## config.mk

```make
export PLATFORM = sky130hd
export DESIGN_NAME = pc_sequencer
export DESIGN_NICKNAME = d
export VERILOG_FILES = /design/src/rtl/pc_sequencer.sv
export SDC_FILE = /design/constraint.sdc
export NUM_CORES = 1
export LEC_CHECK = 0
export ABC_AREA = 1
export BUFFER_PORTS_ARGS = -buffer_cell sky130_fd_sc_hd__clkbuf_2
export CAP_MARGIN = 10
export CORE_UTILIZATION = 60
export CTS_BUF_LIST = sky130_fd_sc_hd__clkbuf_8
export CTS_CLUSTER_SIZE = 40
export DETAILED_ROUTE_END_ITERATION = 12
export MAX_ROUTING_LAYER = met4
export PLACE_DENSITY = 0.89
export SYNTH_ARGS = -nofsm -noshare
export SYNTH_HDL_FRONTEND = slang
export SYNTH_SLANG_ARGS = --single-unit
export TNS_END_PERCENT = 50
```

## constraint.sdc

```tcl
create_clock -name clk -period 3.3 [get_ports clk]
set_input_delay 0.165 -clock clk [delete_from_list [all_inputs] [get_ports clk]]
set_output_delay 0.165 -clock clk [all_outputs]
set_load 0.1 [all_outputs]
```

## src/rtl/pc_sequencer.sv

```systemverilog
// Program counter and control sequencer: start/run/halt FSM, committed ALU flags,
// conditional branch resolution and a circular return-address stack for call/ret.
module pc_sequencer #(
    parameter int PC_W       = 32,
    parameter int IMM_W      = 18,
    parameter int PC_STEP    = 4,
    parameter int START_ADDR = 0,
    parameter int RAS_DEPTH  = 4
) (
    input  logic             clk,
    input  logic             reset,
    input  logic             start,
    input  logic             halt_req,
    input  logic             stall,
    input  logic             branch_valid,
    input  logic [2:0]       branch_cond,
    input  logic             call,
    input  logic             ret,
    input  logic [IMM_W-1:0] target,
    input  logic             flags_valid,
    input  logic [1:0]       flags,
    output logic [PC_W-1:0]  pc,
    output logic             pc_valid,
    output logic             flush,
    output logic             end_flag,
    output logic             com_flag,
    output logic             ras_overflow,
    output logic             ras_underflow
);

    localparam int PTR_W = (RAS_DEPTH > 1) ? $clog2(RAS_DEPTH) : 1;
    localparam int CNT_W = $clog2(RAS_DEPTH + 1);

    localparam logic [PC_W-1:0]  START_PC = PC_W'(START_ADDR);
    localparam logic [PC_W-1:0]  STEP_PC  = PC_W'(PC_STEP);
    localparam logic [PTR_W-1:0] LAST_IDX = PTR_W'(RAS_DEPTH - 1);
    localparam logic [CNT_W-1:0] FULL_CNT = CNT_W'(RAS_DEPTH);

    typedef enum logic [1:0] {
        IDLE,
        RUN,
        HALT
    } stateT;

    stateT            state;
    logic [1:0]       flagReg;
    logic [PC_W-1:0]  rasMem [RAS_DEPTH];
    logic [PTR_W-1:0] wrPtr;
    logic [CNT_W-1:0] rasCount;

    logic [1:0]       effFlags;
    logic             condTaken;
    logic [PC_W-1:0]  seqPc;
    logic [PC_W-1:0]  targetPc;
    logic [PTR_W-1:0] nextPtr;
    logic [PTR_W-1:0] prevPtr;
    logic             pushEn;

    assign seqPc    = pc + STEP_PC;
    assign targetPc = PC_W'(target);
    assign nextPtr  = (wrPtr == LAST_IDX) ? '0 : wrPtr + PTR_W'(1);
    assign prevPtr  = (wrPtr == '0) ? LAST_IDX : wrPtr - PTR_W'(1);
    assign pushEn   = (state == RUN) && !halt_req && !ret && call;

    // A branch issued alongside a flag commit must see the incoming flags, not the stale register.
    always_comb begin
        effFlags  = flags_valid ? flags : flagReg;
        condTaken = 1'b0;
        case (branch_cond)
            3'b000:  condTaken = 1'b1;
            3'b001:  condTaken = effFlags[0];
            3'b010:  condTaken = !effFlags[0];
            3'b011:  condTaken = effFlags[1];
            3'b100:  condTaken = !effFlags[1];
            3'b101:  condTaken = !effFlags[1] && !effFlags[0];
            3'b110:  condTaken = effFlags[1] || effFlags[0];
            default: condTaken = 1'b0;
        endcase
    end

    // Stack storage needs no reset; validity is tracked by rasCount.
    always_ff @(posedge clk) begin
        if (pushEn) begin
            rasMem[wrPtr] <= seqPc;
        end
    end

    always_ff @(posedge clk or negedge reset) begin
        if (!reset) begin
            state         <= IDLE;
            pc            <= START_PC;
            flagReg       <= 2'b00;
            pc_valid      <= 1'b0;
            flush         <= 1'b0;
            end_flag      <= 1'b0;
            com_flag      <= 1'b0;
            ras_overflow  <= 1'b0;
            ras_underflow <= 1'b0;
            wrPtr         <= '0;
            rasCount      <= '0;
        end else begin
            flush    <= 1'b0;
            com_flag <= flags_valid;
            if (flags_valid) begin
                flagReg <= flags;
            end
            case (state)
                IDLE, HALT: begin
                    if (start) begin
                        state         <= RUN;
                        pc            <= START_PC;
                        pc_valid      <= 1'b1;
                        end_flag      <= 1'b0;
                        wrPtr         <= '0;
                        rasCount      <= '0;
                        ras_overflow  <= 1'b0;
                        ras_underflow <= 1'b0;
                    end
                end
                RUN: begin
                    if (halt_req) begin
                        state    <= HALT;
                        pc_valid <= 1'b0;
                        end_flag <= 1'b1;
                    end else if (ret) begin
                        // Popping an empty stack is fatal to the program: stop with pc held.
                        if (rasCount == '0) begin
                            ras_underflow <= 1'b1;
                            state         <= HALT;
                            pc_valid      <= 1'b0;
                            end_flag      <= 1'b1;
                        end else begin
                            pc       <= rasMem[prevPtr];
                            wrPtr    <= prevPtr;
                            rasCount <= rasCount - CNT_W'(1);
                            flush    <= 1'b1;
                        end
                    end else if (call) begin
                        pc      <= targetPc;
                        flush   <= 1'b1;
                        wrPtr   <= nextPtr;
                        if (rasCount == FULL_CNT) begin
                            ras_overflow <= 1'b1;
                        end else begin
                            rasCount <= rasCount + CNT_W'(1);
                        end
                    end else if (branch_valid && condTaken) begin
                        pc    <= targetPc;
                        flush <= 1'b1;
                    end else if (!stall) begin
                        pc <= seqPc;
                    end
                end
                default: begin
                    state <= IDLE;
                end
            endcase
        end
    end

endmodule
```

### After elaboration in Yosys (flattened, before gate mapping)

Memory sizes are Yosys's and may differ from the RTL's.
Cells that the tools add are included.

* add/sub/neg operators: 5
* equality and inequality tests: 23
* mux-type cells: 55
* reductions and logical operators: 23

Operator list (number)
* two-way mux 32 bit: 7
* one-hot mux 32 bit (2 select lines): 1
* adder 32 x 3 -> 32 bit (second input constant): 1
* two-way mux 2 bit: 12
* two-way mux 1 bit: 21
* two-way mux 3 bit: 6
* AND reduction 5 bit: 3
* equality test 3 bit (second input constant): 4
* inequality test 3 bit (second input constant): 4
* AND reduction 6 bit: 2
* inequality test 2 bit (second input constant): 5
* one-hot mux 1 bit (2 select lines): 4
* one-hot mux 2 bit (2 select lines): 2
* one-hot mux 1 bit (7 select lines): 1
* equality test 3 x 2 -> 1 bit (second input constant): 2
* zero test 3 bit: 2
* one-hot mux 3 bit (2 select lines): 1
* logical AND 1 bit: 5
* inequality test 5 x 4 -> 1 bit (second input constant): 1
* equality test 2 bit (second input constant): 2
* zero test 1 bit: 4
* zero test 2 bit: 2
* inequality test 2 x 1 -> 1 bit (second input constant): 2
* AND reduction 4 bit: 1
* 11 further kinds: 11

* register bits: 47
* memory bits (writable): 128
* input port bits: 32
* word-level logic and storage cells: 118
* memories kept: 1

Memory list
* rasMem: words 4, width 32, rd ports 1, clocked after Yosys merged registers in 0, write ports 1, line 47 `logic [PC_W-1:0] rasMem [RAS_DEPTH];`

### Longest topological paths before layout

Gate-level depths: netlist (run 1).

* word-level depth: 10
* depth in mapped cells: 15

### Worst setup path before layout (run 1)

Ideal clock, no wire load.

* kind: flip-flop to flip-flop
* start: register state[0]
* end: memory rasMem[3][0], enable pin
* arrival: 2.633 ns
* data required time: 2.879 ns
* slack: 0.246 ns
* stages on the path, launching flop included: 9
* buffers on the path: 2
* period minus slack after synthesis: 3.054 ns
* path through: dfrtp_1 inv_2 nor2_4 inv_2 nor2_4 buf_2 buf_2 nand2_1 nor2_1

* word-level cells in the longest chain between the ends: 6

RTL lines
* from (decl): line 45 `stateT state;`
* from (signal assigned): line 90 `state <= IDLE;`
* from (signal assigned): line 110 `state <= RUN;`
* from (signal assigned): line 122 `state <= HALT;`
* equality test 2 x 1 -> 1 bit: line 63 `assign pushEn = (state == RUN) && !halt_req && !ret && call;`
* logical AND 1 bit (3 in a row): line 63
* two-way mux 1 bit: line 83 `if (pushEn) begin`
* two-way mux 1 bit (implied by the code): line 84 `rasMem[wrPtr] <= seqPc;`
* to (decl): line 47

Every way passes these cells.

### Worst setup path in the final report (run 1)

* start: register state[0]
* end: register pc[24]

* word-level cells in the longest chain between the ends: 4
* elaborated cells between the ends (all ways): 11
* those cells by class: eq/ne: 6; mux: 1; reduce/logical: 4

RTL lines
* equality test 2 bit or zero test 2 bit (tied branches): line 107 `case (state)`
* OR reduction 2 bit: line 107
* inequality test 2 bit (no source line) or nonzero test 2 bit (tied branches)
* AND reduction 5 bit (no source line)
* to (signal assigned): line 133 `pc <= rasMem[prevPtr];`
* to (signal assigned): line 139 `pc <= targetPc;`
* to (signal assigned): line 148 `pc <= targetPc;`
* to (decl): line 22 `output logic [PC_W-1:0] pc,`

Several ways; a longest one is shown, not always the timed one.
A chain may end at the register's enable or synchronous reset.

==> results of run 1 <==
[per-stage QoR]
step / setup WS [ns] / utilization, % / hold WS [ns] / total power, mW / instances
after global routing: 0.5986 / 68.55 / 0.06715 / 8.906 / 1207
after detailed placement: 0.8869 / 65.65 / 0.07335 / 7.062 / 1173
after CTS: 0.8495 / 68.55 / 0.01823 / 8.472 / 1207
after global placement: 0.9472 / 65.65 / 0.07133 / 6.931 / 1173
after floorplan: 0.2463 / - / -0.1306 / 6.136 / 946
final: 0.7930 / 68.55 / 0.03619 / 8.532 / 1207
[cells by family after synthesis]
group                    count (synthesis)  share of synthesized area, %
buffers and inverters                  129                         6.130
XOR/XNOR                                14                         1.444
AND/OR/NAND/NOR                        571                         28.66
AO/OA/AOI/OAI                           51                         3.669
adder cells (fa/ha/maj)                  6                        0.9726
flip-flops                             175                         59.12
[report_power, final]
part           total [mW]  internal, mW  leakage [nW]  switching [mW]
Clock                1.43         0.663         0.181           0.770
Combinational        3.92         0.823          2.28            3.10
Sequential           3.18          2.80          1.80           0.372
[per-layer routing]
| layer | track usage, % | vias up |
|---|---|---|
| met5 | - | - |
| met4 | 17.75 | 0 |
| met3 | 6.955 | 84 |
| met2 | 48.68 | 482 |
| met1 | 39.14 | 3299 |
| li1 | - | 3238 |
[cells in the mapped netlist (2+ instances only)]
library cell and count:
nand4_1 7, buf_2 8, dfrtp_1 47, ha_1 5
nand2_2 3, buf_4 5, o21ai_0 25, a221o_1 3
buf_1 4, nor2_4 3, nand2_4 2, nor3_1 5
clkbuf_1 18, or2_2 3, nand2_1 344, o21ai_1 2
o21bai_1 2, edfxtp_1 128, nand3_1 141, a21oi_1 9
xor2_1 7, inv_2 6, xnor2_1 7, a21o_1 5
inv_1 85, clkinv_1 2, nor2_1 56
[layout by cell type (no fill, tap or decap), types with 9 or more instances in the layout]
master,Yosys,routed
a21oi_1,9,9
buf_4,5,10
clkbuf_2,0,69
clkbuf_8,0,17
dfrtp_1,47,47
edfxtp_1,128,128
inv_1,85,86
nand2_1,344,343
nand3_1,141,141
nor2_1,56,52
o21ai_0,25,25
[cell type report]
class                      count  area (sq um)
timing repair buffer          85         520.5
sequential                   175          5020
fill                         977          4349
tap                          180         225.2
clock buffer                  17         234.0
multi-input combinational    642          2983
inverter                      93         349.1
clock inverter                15         146.4
[flip-flops by register name, indices dropped and copies added, names as in the netlist]
name,cells
ras_underflow,1
wrPtr,2
ras_overflow,1
flush,1
state,2
flagReg,2
pc_valid,1
rasMem,128
rasCount,3
com_flag,1
pc,32
end_flag,1
[worst paths after layout]
check	startpoint	endpoint	slack [ns]	cells past startpoint
setup / recovery	state[0]$_DFFE_PN0P_	pc[24]$_DFFE_PN0P_	0.79	13
hold / removal	flags[1]	flagReg[1]$_DFF_PN0_	0.04	5
setup reg to reg	state[0]$_DFFE_PN0P_	pc[24]$_DFFE_PN0P_	0.79	13
hold reg to reg	end_flag$_DFFE_PN0P_	end_flag$_DFFE_PN0P_	0.52	2
max in group asynchronous	reset	pc[31]$_DFFE_PN0P_	2.44	3
min in group asynchronous	reset	rasCount[0]$_DFFE_PN0P_	0.10	2
[timing repair]
item / 4_1_cts / 5_1_grt
setup endpoints to repair: 0 / 0
hold buffers: 2 / 0
buffers inserted: 0 / 0
hold endpoints to repair: 14 / 0
[worst min-delay path, cell delays in order]
cell      delay [ns]
clkbuf_2        0.09
inv_1           0.03
nand2_1         0.05
nand2_1         0.08
inv_1           0.06
==> summary.md, run 1 <==
| Metric | Value |
|---|---|
| H-tree depth | `4` |
| EDFF count, synth | `128` |
| Routed Antenna Nets | `0` |
| Clock-pin slew on the worst setup and hold paths | `0.09 ns` |
| I/O pin cnt | `70` |
| CP endpoint kind | `register` |
| Post-synth cell types | `41` |
| FF+latch count, synth | `175` |
| Measured slew at the worst slew-check pin | `0.8617 ns` |
| Max Cap Viol | `0` |
| I/O Buffers | `69` |
| CP max FO | `30` |
| Hold WC Path Type | `primary input to register` |
| Leakage | `4.261 nW` |
| Sequential area share after synthesis | `59.12%` |
| Final worst-path cycle share | `75.97%` |
| Largest net degree at the start of global routing | `66` |
| Final count of hold timing violations | `0` |
| Post-CTS Resized | `0` |
| Row Count | `43` |
| CTS Buffer Depth | `2` |
| DRC viols | `2` |
| RSZ-0062 raised after global routing | `no` |
| Via/cell ratio | `5.885` |
| Critical path required time | `3.72 ns` |
| Global-route wire length before repair | `33.55 mm` |
| CTS tree | `done` |
| Die extent in y | `121.0 microns` |
| WL final | `21.12 mm` |
| Setup TNS | `0 ns` |
| Routed vias | `7103` |
| CORE AREA | `13830 sq um` |
| Number of global-route vias before repair | `6827` |
| Die Wd | `121.0 microns` |
| Slowest cell on crit path | `dfrtp_1` |
| Clock sink count | `175` |
| HPWL after DPL | `14.25 mm` |
| Total length of routed met3 wires | `2.337 mm` |
| Met2 wire len | `10.10 mm` |
| Root Driver | `clkbuf_8` |
| Latest clock arrival within the worst-skew pair | `0.48 ns` |
| Area delta synth->final | `11.63%` |
| # setup viols final | `0` |
| Worst path cell trace | `inv_2, nor2_4, inv_2, nor2_4, buf_4, inv_2, nor2_4, nand2_2, nand2_4, nand2_4, inv_2, nand2_1, nand2_1` |
| DR iter-0 viols | `832` |
| Die area | `14630 sq um` |
| Clock Skews | `0.009779 ns` |
| Placed cell areas | `9077 sq um` |
| Worst Path Buf+Inv | `5` |
| Top Layer Used | `met4` |
| Power per cell area | `900.2 nW/um^2` |
| DRT met1 WL | `7.826 mm` |
| Ys flop type | `edfxtp_1` |
| # diodes | `0` |
| Area leader, netlist | `edfxtp_1` |
| Initial antenna violation count | `0` |
| Fmax | `398.9 MHz` |
| Worst Path Class, Setup | `register to register` |
| Crit path launch type | `register` |
| Peak VDD IR | `0.8758 mV` |
| GP Congestion | `0.9973` |
| Fraction of layout cells with a size suffix above 1 | `13.92%` |
| Max Slew Vio Count | `0` |
| Warnings, synthesis | `0` |
| Final nets | `1052` |
| Synth top area cells | `edfxtp_1 (45%), nand2_1 (15%), dfrtp_1 (14%)` |
| Worst slew margin | `42.49%` |
| Largest delay contributor family on the critical path | `simple AND/OR/NAND/NOR gates` |
| Post-synthesis cell count | `946` |
| Status | `finished, violations left` |
| Mapped cell area | `8491 sq um` |
| Starting Density | `61.41%` |
| Synth Area per Inst | `8.975 sq um` |
| Overall Global Routing Usage | `31.68%` |
| WP data arrival | `2.93 ns` |
| Drt wl/cell | `17.50 microns` |
| Post-Synthesis Net Count | `984` |
| GRT overflow | `0` |
| Critical path's most frequent cell | `inv_2` |
| Violations in the final reports | `DRC` |
| Synth top area share | `45.27%` |
| Design Area, Final | `9478 sq um` |
| Initial DRT Pass Iterations | `10` |
| Final min period | `2.507 ns` |
| Number of buffers created by CTS | `17` |
| Critical path's largest stage delay | `0.45 ns` |
| Async set-reset flop share out of synthesis | `26.86%` |
No activity file was read; power rests on OpenSTA's default activity.
==> inputs of run 2 (changes only) <==
- ABC_AREA: 1 -> 0
- CORE_UTILIZATION: 60 -> 56
- PLACE_DENSITY: 0.89 -> 0.88
- clock period: 3.3 -> 2.16 ns (I/O delays scaled with it)
==> run 2 against run 1 <==
The flow finishes with violations (setup timing). Via count fell by 20%. Clock skew barely moved. Final area grew 3.7%. Synthesized cell count decreased by 42%. Highest routed layer unchanged.
==> summary.md, run 2 <==
| Metric | Value |
|---|---|
| WL final | `20.54 mm (-2.8%)` |
| Largest net degree at the start of global routing | `48 (-27%)` |
| Area delta synth->final | `23.25%` |
| WP data arrival | `2.56 ns (-0.37 ns)` |
| CTS Buffer Depth | `2 (unchanged)` |
| Worst Hold Path Cells | `3 (-2)` |
| Measured slew at the worst slew-check pin | `0.6730 ns (-0.1887 ns)` |
| # diodes | `0 (unchanged)` |
| Max Cap Viol | `0 (unchanged)` |
| I/O pin cnt | `70 (unchanged)` |
| Die area | `14720 sq um (+0.60%)` |
| Sequential area share after synthesis | `62.95% (+3.8 points)` |
| Crit path launch type | `register` |
| HPWL after DPL | `13.02 mm (-8.6%)` |
| Fraction of layout cells with a size suffix above 1 | `35.58% (+22 points)` |
| Critical path required time | `2.52 ns (-1.20 ns)` |
| R2r endpoint | `pc[12]$_DFFE_PN0P_` |
| Max Slew Vio Count | `0 (unchanged)` |
| Met2 usage | `45.35% (-3.3 points)` |
| Warnings, synthesis | `0 (unchanged)` |
| Post-Synthesis Net Count | `587 (-40%)` |
| Overall Global Routing Usage | `29.73% (-1.9 points)` |
| Final worst-path cycle share | `101.9% (+26 points)` |
| Clock Skews | `0.009914 ns (+0.0001356 ns)` |
| Final count of hold timing violations | `0 (unchanged)` |
| Commonest non-fill, non-tap cell in the layout | `edfxtp_1` |
| CTS tree | `done` |
| Commonest cells post-synth | `edfxtp_1 (128), dfrtp_1 (47), nand2_1 (47), mux4_2 (32)` |
| EDFF count, synth | `128 (unchanged)` |
| Worst slew margin | `55.13% (+13 points)` |
| Hold Crit Start | `target[2]` |
| Async set-reset flop share out of synthesis | `26.86% (unchanged)` |
| Reg2Reg Launch Point | `flagReg[0]$_DFF_PN0_` |
| CORE AREA | `13880 sq um (+0.39%)` |
| Final min period | `2.201 ns (-0.3065 ns)` |
| Most frequent cells in the layout | `edfxtp_1 (128), clkbuf_2 (69), nand2_1 (47)` |
| Reg with most FFs | `rasMem` |
| FF+latch count, synth | `175 (unchanged)` |
| Die extent in y | `121.3 microns (+0.30%)` |
| I/O Buffers | `69 (unchanged)` |
| GRT overflow | `0 (unchanged)` |
| Met3 layer usage reported by global route | `7.331% (+0.38 points)` |
| Clock-pin slew on the worst setup and hold paths | `0.08 ns (about the same)` |
| Die Wd | `121.3 microns (+0.30%)` |
| WHS | `0.07196 ns (+0.03576 ns)` |
| Mapped cell area | `7974 sq um (-6.1%)` |
| Number of flip-flops in the largest register | `128 (unchanged)` |
| Starting Density | `57.45% (-4.0 points)` |
| Violations in the final reports | `setup timing` |
| GP Congestion | `0.9042 (-9.3%)` |
| Post-layout util | `70.80% (+2.3 points)` |
| CP max FO | `8 (-73%)` |
| Post-synth cell types | `67 (+63%)` |
| Latest clock arrival within the worst-skew pair | `0.48 ns (about the same)` |
| GR Util met1 | `36.20% (-2.9 points)` |
| DR iter-0 viols | `658 (-21%)` |
| Ys flop type | `edfxtp_1` |
| Number of buffers created by CTS | `17 (unchanged)` |
| R2R Setup Slk | `-0.04 ns (-0.83 ns)` |
| RSZ-0062 raised after global routing | `yes` |
| Row Count | `43 (unchanged)` |
| Initial DRT Pass Iterations | `5 (-5)` |
| Routed vias | `5649 (-20%)` |
| H-tree depth | `4 (unchanged)` |
| Number of global-route vias before repair | `5720 (-16%)` |
| Via/cell ratio | `6.441 (+9.5%)` |
| Clock sink count | `175 (unchanged)` |
| Top Usage Layer GRT | `met2` |
| Worst Path Class, Setup | `register to register` |
| Fmax | `454.4 MHz (+14%)` |
| Filler cells | `841 (-14%)` |
| Largest registers | `rasMem: 128 flops, pc: 32 flops, rasCount: 3 flops` |
| Root Driver | `clkbuf_8` |
| Initial antenna violation count | `0 (unchanged)` |
| Drt wl/cell | `23.42 microns (+34%)` |
| Post-synthesis cell count | `549 (-42%)` |
| Global-route wire length before repair | `30.79 mm (-8.2%)` |
| Status | `finished, violations left` |
| Power per cell area | `1317 nW/um^2 (+46%)` |
| Synth Area per Inst | `14.52 sq um (+62%)` |
| Synth top area cells | `edfxtp_1 (48%), dfrtp_1 (15%), mux4_2 (9.0%)` |
| Routed Antenna Nets | `0 (unchanged)` |
| Hold path endpoint | `pc[2]$_DFFE_PN0P_` |
| Leakage | `3.668 nW (-14%)` |
| Worst R2R Path Depth | `7 (-6)` |
| CP endpoint kind | `register` |
| Final Worst Setup Slack | `-0.04053 ns (-0.8335 ns)` |
| Peak VDD IR | `0.7862 mV (-10%)` |
| Area leader, netlist | `edfxtp_1` |
| Dominant cell by count in the synthesized netlist | `edfxtp_1` |
| # setup viols final | `2 (+2)` |
| Final nets | `722 (-31%)` |
| DRC viols | `0 (-2)` |
| Hold WC Path Type | `primary input to register` |
| Synth top area share | `48.20% (+2.9 points)` |
==> run 2: metal layers <==
metal,vias to the layer above,routed length (microns)
met2,375,10240
met4,0,680
met5,-,0
li1,2401,-
met3,75,1985
met1,2798,7632
==> run 2: critical path, cell delays in order, from the launching register on <==
cell and delay, ns:
dfrtp_1 0.39, mux2_4 0.31, nor4b_4 0.33, nor3_4 0.10
buf_6 0.14, a21oi_4 0.39, mux2i_1 0.30, o211ai_1 0.11
==> run 2: timing repair <==
item | CTS | global route
setup endpoints to repair | 22 | 168
pin swaps | 0 | 8
hold endpoints to repair | 71 | 0
cloned | 0 | 2
hold buffers | 23 | 0
resized for setup | 3 | 23
buffers inserted | 0 | 10
==> run 2: report_power, final <==
part	total (mW)	leakage, nW	internal (mW)	switching [mW]
Clock	2.25	0.220	1.14	1.12
Sequential	4.88	1.75	4.36	0.521
Combinational	5.81	1.70	1.97	3.84
==> run 2: how the worst max path moves through the flow <==
| stage | from | to | slack (ns) |
|---|---|---|---|
| 6_report | flagReg[0]$_DFF_PN0_ | pc[12]$_DFFE_PN0P_ | -0.04 |
| 4_1_cts | flagReg[0]$_DFF_PN0_ | pc[9]$_DFFE_PN0P_ | -0.01 |
| 3_3_place_gp | flagReg[0]$_DFF_PN0_ | pc[5]$_DFFE_PN0P_ | 0.04 |
| 5_1_grt | flagReg[0]$_DFF_PN0_ | pc[12]$_DFFE_PN0P_ | -0.09 |
| 2_1_floorplan | state[1]$_DFFE_PN0P_ | rasMem[2][0]$_DFFE_PP_ | -0.12 |
| 3_5_place_dp | flagReg[1]$_DFF_PN0_ | pc[28]$_DFFE_PN0P_ | -0.07 |
==> run 2: cell type report <==
type | count | area, sq um | area share, %
Sequential cell | 175 | 5094 | 51.83
Multi-Input combinational cell | 336 | 2908 | 29.59
Timing Repair Buffer | 142 | 1169 | 11.89
Clock buffer | 18 | 247.7 | 2.521
Tap cell | 180 | 225.2 | 2.292
Clock inverter | 14 | 140.1 | 1.426
Inverter | 12 | 45.04 | 0.4583
==> run 2: cell families after synthesis <==
| group | after synthesis | share of synthesized area [%] |
|---|---|---|
| muxes | 43 | 10.48 |
| xor gates and xnor gates | 27 | 2.966 |
| adders and majority gates | 6 | 1.036 |
| buffers and inverters | 38 | 2.275 |
| AOI/OAI and AO/OA | 93 | 8.724 |
| DFF | 175 | 62.95 |
| and+or+nand+nor | 167 | 11.56 |
==> run 2: stage by stage <==
stage                     total power [mW]  setup TNS [ns]  instances  setup slack (ns)  instance area (sq um)
after floorplan                      8.990          -7.701        549           -0.1195                   8085
after global placement               10.29               0        810           0.04186                   8961
after detailed placement             10.50         -0.1427        810          -0.07423                   8961
after CTS                            12.80        -0.01901        865          -0.01018                   9592
after global routing                 13.41         -0.4225        877          -0.08824                   9828
final                                12.95        -0.05730        877          -0.04053                   9828
==> inputs of run 3 (changes only) <==
- CORE_UTILIZATION: 56 -> 45
- PLACE_DENSITY: 0.88 -> 0.67
- clock period: 2.16 -> 2.17 ns (I/O delays scaled with it)
==> run 3 against run 2 <==
The flow now finishes without violations. Core utilization shrank 13 points. Die area rose by 24%. Global-route usage decreased by 6.0 points. Register-to-register slack better by 0.08 ns. Via count fell by 3.8%. Sequential power down 1%. Clock-buffer cell count stayed put. Power is 0.45% higher. Setup slack improved by 0.083 ns. Final cell count is 6.2% higher. Critical path type unchanged.
==> summary.md, run 3 (synthesis gave the netlist of run 2 again) <==
| Metric | Value |
|---|---|
| Critical path required time | `2.58 ns (+0.06 ns)` |
| Clock-pin slew on the worst setup and hold paths | `0.10 ns (+0.02 ns)` |
| WP data arrival | `2.53 ns (-0.03 ns)` |
| Commonest non-fill, non-tap cell in the layout | `edfxtp_1` |
| Critical Path End | `pc[23]$_DFFE_PN0P_` |
| Die extent in y | `135.1 microns (+11%)` |
| Global-route wire length before repair | `30.51 mm (-0.92%)` |
| Root Driver | `clkbuf_8` |
| Final worst-path cycle share | `98.04% (-3.8 points)` |
| Starting Density | `46.10% (-11 points)` |
| Number of global-route vias before repair | `5444 (-4.8%)` |
| Latest clock arrival within the worst-skew pair | `0.47 ns (about the same)` |
| Worst R2R Path Depth | `7 (unchanged)` |
| # diodes | `0 (unchanged)` |
| Overall Global Routing Usage | `23.71% (-6.0 points)` |
| CTS Buffer Depth | `2 (unchanged)` |
| I/O pin cnt | `70 (unchanged)` |
| Routed Antenna Nets | `0 (unchanged)` |
| Row Count | `48 (+12%)` |
| Crit path from | `flagReg[0]$_DFF_PN0_` |
| Status | `finished clean` |
| Worst slew margin | `48.08% (-7.1 points)` |
| Worst Path Class, Setup | `register to register` |
| Reg with most FFs | `rasMem` |
| Via/cell ratio | `5.835 (-9.4%)` |
| Most frequent cells in the layout | `edfxtp_1 (128), clkbuf_2 (69), nand2_1 (46)` |
| Power per cell area | `1312 nW/um^2 (-0.45%)` |
| Max Slew Vio Count | `0 (unchanged)` |
| RSZ-0062 raised after global routing | `yes` |
| Fmax | `470.1 MHz (+3.4%)` |
| Initial DRT Pass Iterations | `5 (unchanged)` |
| Leakage | `3.691 nW (+0.63%)` |
| Peak VDD IR | `1.076 mV (+37%)` |
| CORE AREA | `17300 sq um (+25%)` |
| Routed vias | `5432 (-3.8%)` |
| Number of flip-flops in the largest register | `128 (unchanged)` |
| I/O Buffers | `69 (unchanged)` |
| Area delta synth->final | `24.37%` |
| CP max FO | `10 (+2)` |
| Final nets | `731 (+1.2%)` |
| Final count of hold timing violations | `0 (unchanged)` |
| DR iter-0 viols | `533 (-19%)` |
| HPWL after DPL | `13.48 mm (+3.6%)` |
| R2r endpoint | `pc[23]$_DFFE_PN0P_` |
| Fraction of layout cells with a size suffix above 1 | `36.26% (+0.68 points)` |
| GRT overflow | `0 (unchanged)` |
| WL final | `20.07 mm (-2.3%)` |
| R2R Setup Slk | `0.04 ns (+0.08 ns)` |
| WHS | `0.06282 ns (-0.009130 ns)` |
| Reg2Reg Launch Point | `flagReg[0]$_DFF_PN0_` |
| Tot Pwr | `13.01 mW (+0.45%)` |
| Crit path launch type | `register` |
| Die area | `18260 sq um (+24%)` |
| Measured slew at the worst slew-check pin | `0.7788 ns (+0.1059 ns)` |
| Clock Skews | `0.01941 ns (+0.009495 ns)` |
| CTS tree | `done` |
| Die Wd | `135.1 microns (+11%)` |
| Largest registers | `rasMem: 128 flops, pc: 32 flops, rasCount: 3 flops` |
| # setup viols final | `0 (-2)` |
| Number of buffers created by CTS | `17 (unchanged)` |
| Hold WC Path Type | `primary input to register` |
| Final min period | `2.127 ns (-0.07316 ns)` |
| Initial antenna violation count | `0 (unchanged)` |
| CP endpoint kind | `register` |
| Drt wl/cell | `21.55 microns (-8.0%)` |
| DRC viols | `0 (unchanged)` |
| Clock sink count | `175 (unchanged)` |
| Max Cap Viol | `0 (unchanged)` |
| H-tree depth | `4 (unchanged)` |
| GP Congestion | `0.8597 (-4.9%)` |
| Largest net degree at the start of global routing | `26 (-46%)` |
-- run 3: changes by cell type in the layout (fill, tap and decap cells not counted), sizes merged --
cell / before / now
buf: 48 / 58
clkinv: 4 / 10
inv: 18 / 13
clkbuf: 89 / 88
clkinvlp: 1 / 0
-- run 3: layout make-up --
class | count | area (sq um)
Clock buffer | 18 | 247.7
Tap cell | 225 | 281.5
Sequential cell | 175 | 5094
Multi-Input combinational cell | 336 | 2895
Clock inverter | 14 | 165.2
Inverter | 12 | 45.04
Fill cell | 1378 | 7380
Timing Repair Buffer | 151 | 1189
-- run 3: through the flow --
step	TNS (ns)	std cells	util [%]	setup slack, ns	cell area, sq um
after floorplan	-7.051	549	-	-0.1095	8085
after global placement	0	869	52.60	0.04972	9097
after detailed placement	-0.05407	869	52.60	-0.03435	9097
after CTS	0	926	56.48	0.04024	9769
after global routing	-0.1290	931	57.34	-0.03764	9917
final	0	931	57.34	0.04263	9917
-- run 3: repair_timing --
item                       4_1_cts  5_1_grt
gates resized for setup          3       19
hold endpoints to repair        48        0
hold buffers                    23        0
pin swaps                        0        5
setup endpoints to repair        7       30
cloned                           0        1
setup buffers                    2        4
-- run 3: worst max-delay path, cell delays in order (launching register included) --
cell and delay [ns]:
dfrtp_1 0.41, mux2_4 0.31, a21boi_4 0.16, o31ai_2 0.33, nand3_2 0.21, buf_12 0.20, nor2_1 0.24, a22o_1 0.20
-- run 3: per-layer routing --
layer,part of all wire (%),up-vias,track usage (%)
met3,6.2,40,4.955
met2,48,216,37.07
li1,-,2418,-
met1,43,2758,29.97
met4,2.7,0,10.24
met5,0,-,-
-- run 3: how the worst min path moves through the flow --
stage | from | end | slack (ns) | depth (start not counted)
2_1_floorplan | reset | com_flag$_DFF_PN0_ | -0.19 | 0
3_5_place_dp | reset | pc[1]$_DFFE_PN0P_ | 0.22 | 1
4_1_cts | halt_req | flush$_DFF_PN0_ | 0.03 | 3
3_3_place_gp | reset | pc[1]$_DFFE_PN0P_ | 0.22 | 1
6_report | halt_req | flush$_DFF_PN0_ | 0.06 | 3
5_1_grt | halt_req | flush$_DFF_PN0_ | 0.07 | 3
-- run 3: power breakdown --
part | switching [mW] | internal, mW
clock | 1.19 | 1.17
sequential | 0.470 | 4.34
combinational | 3.84 | 2.01
total | 5.49 | 7.51
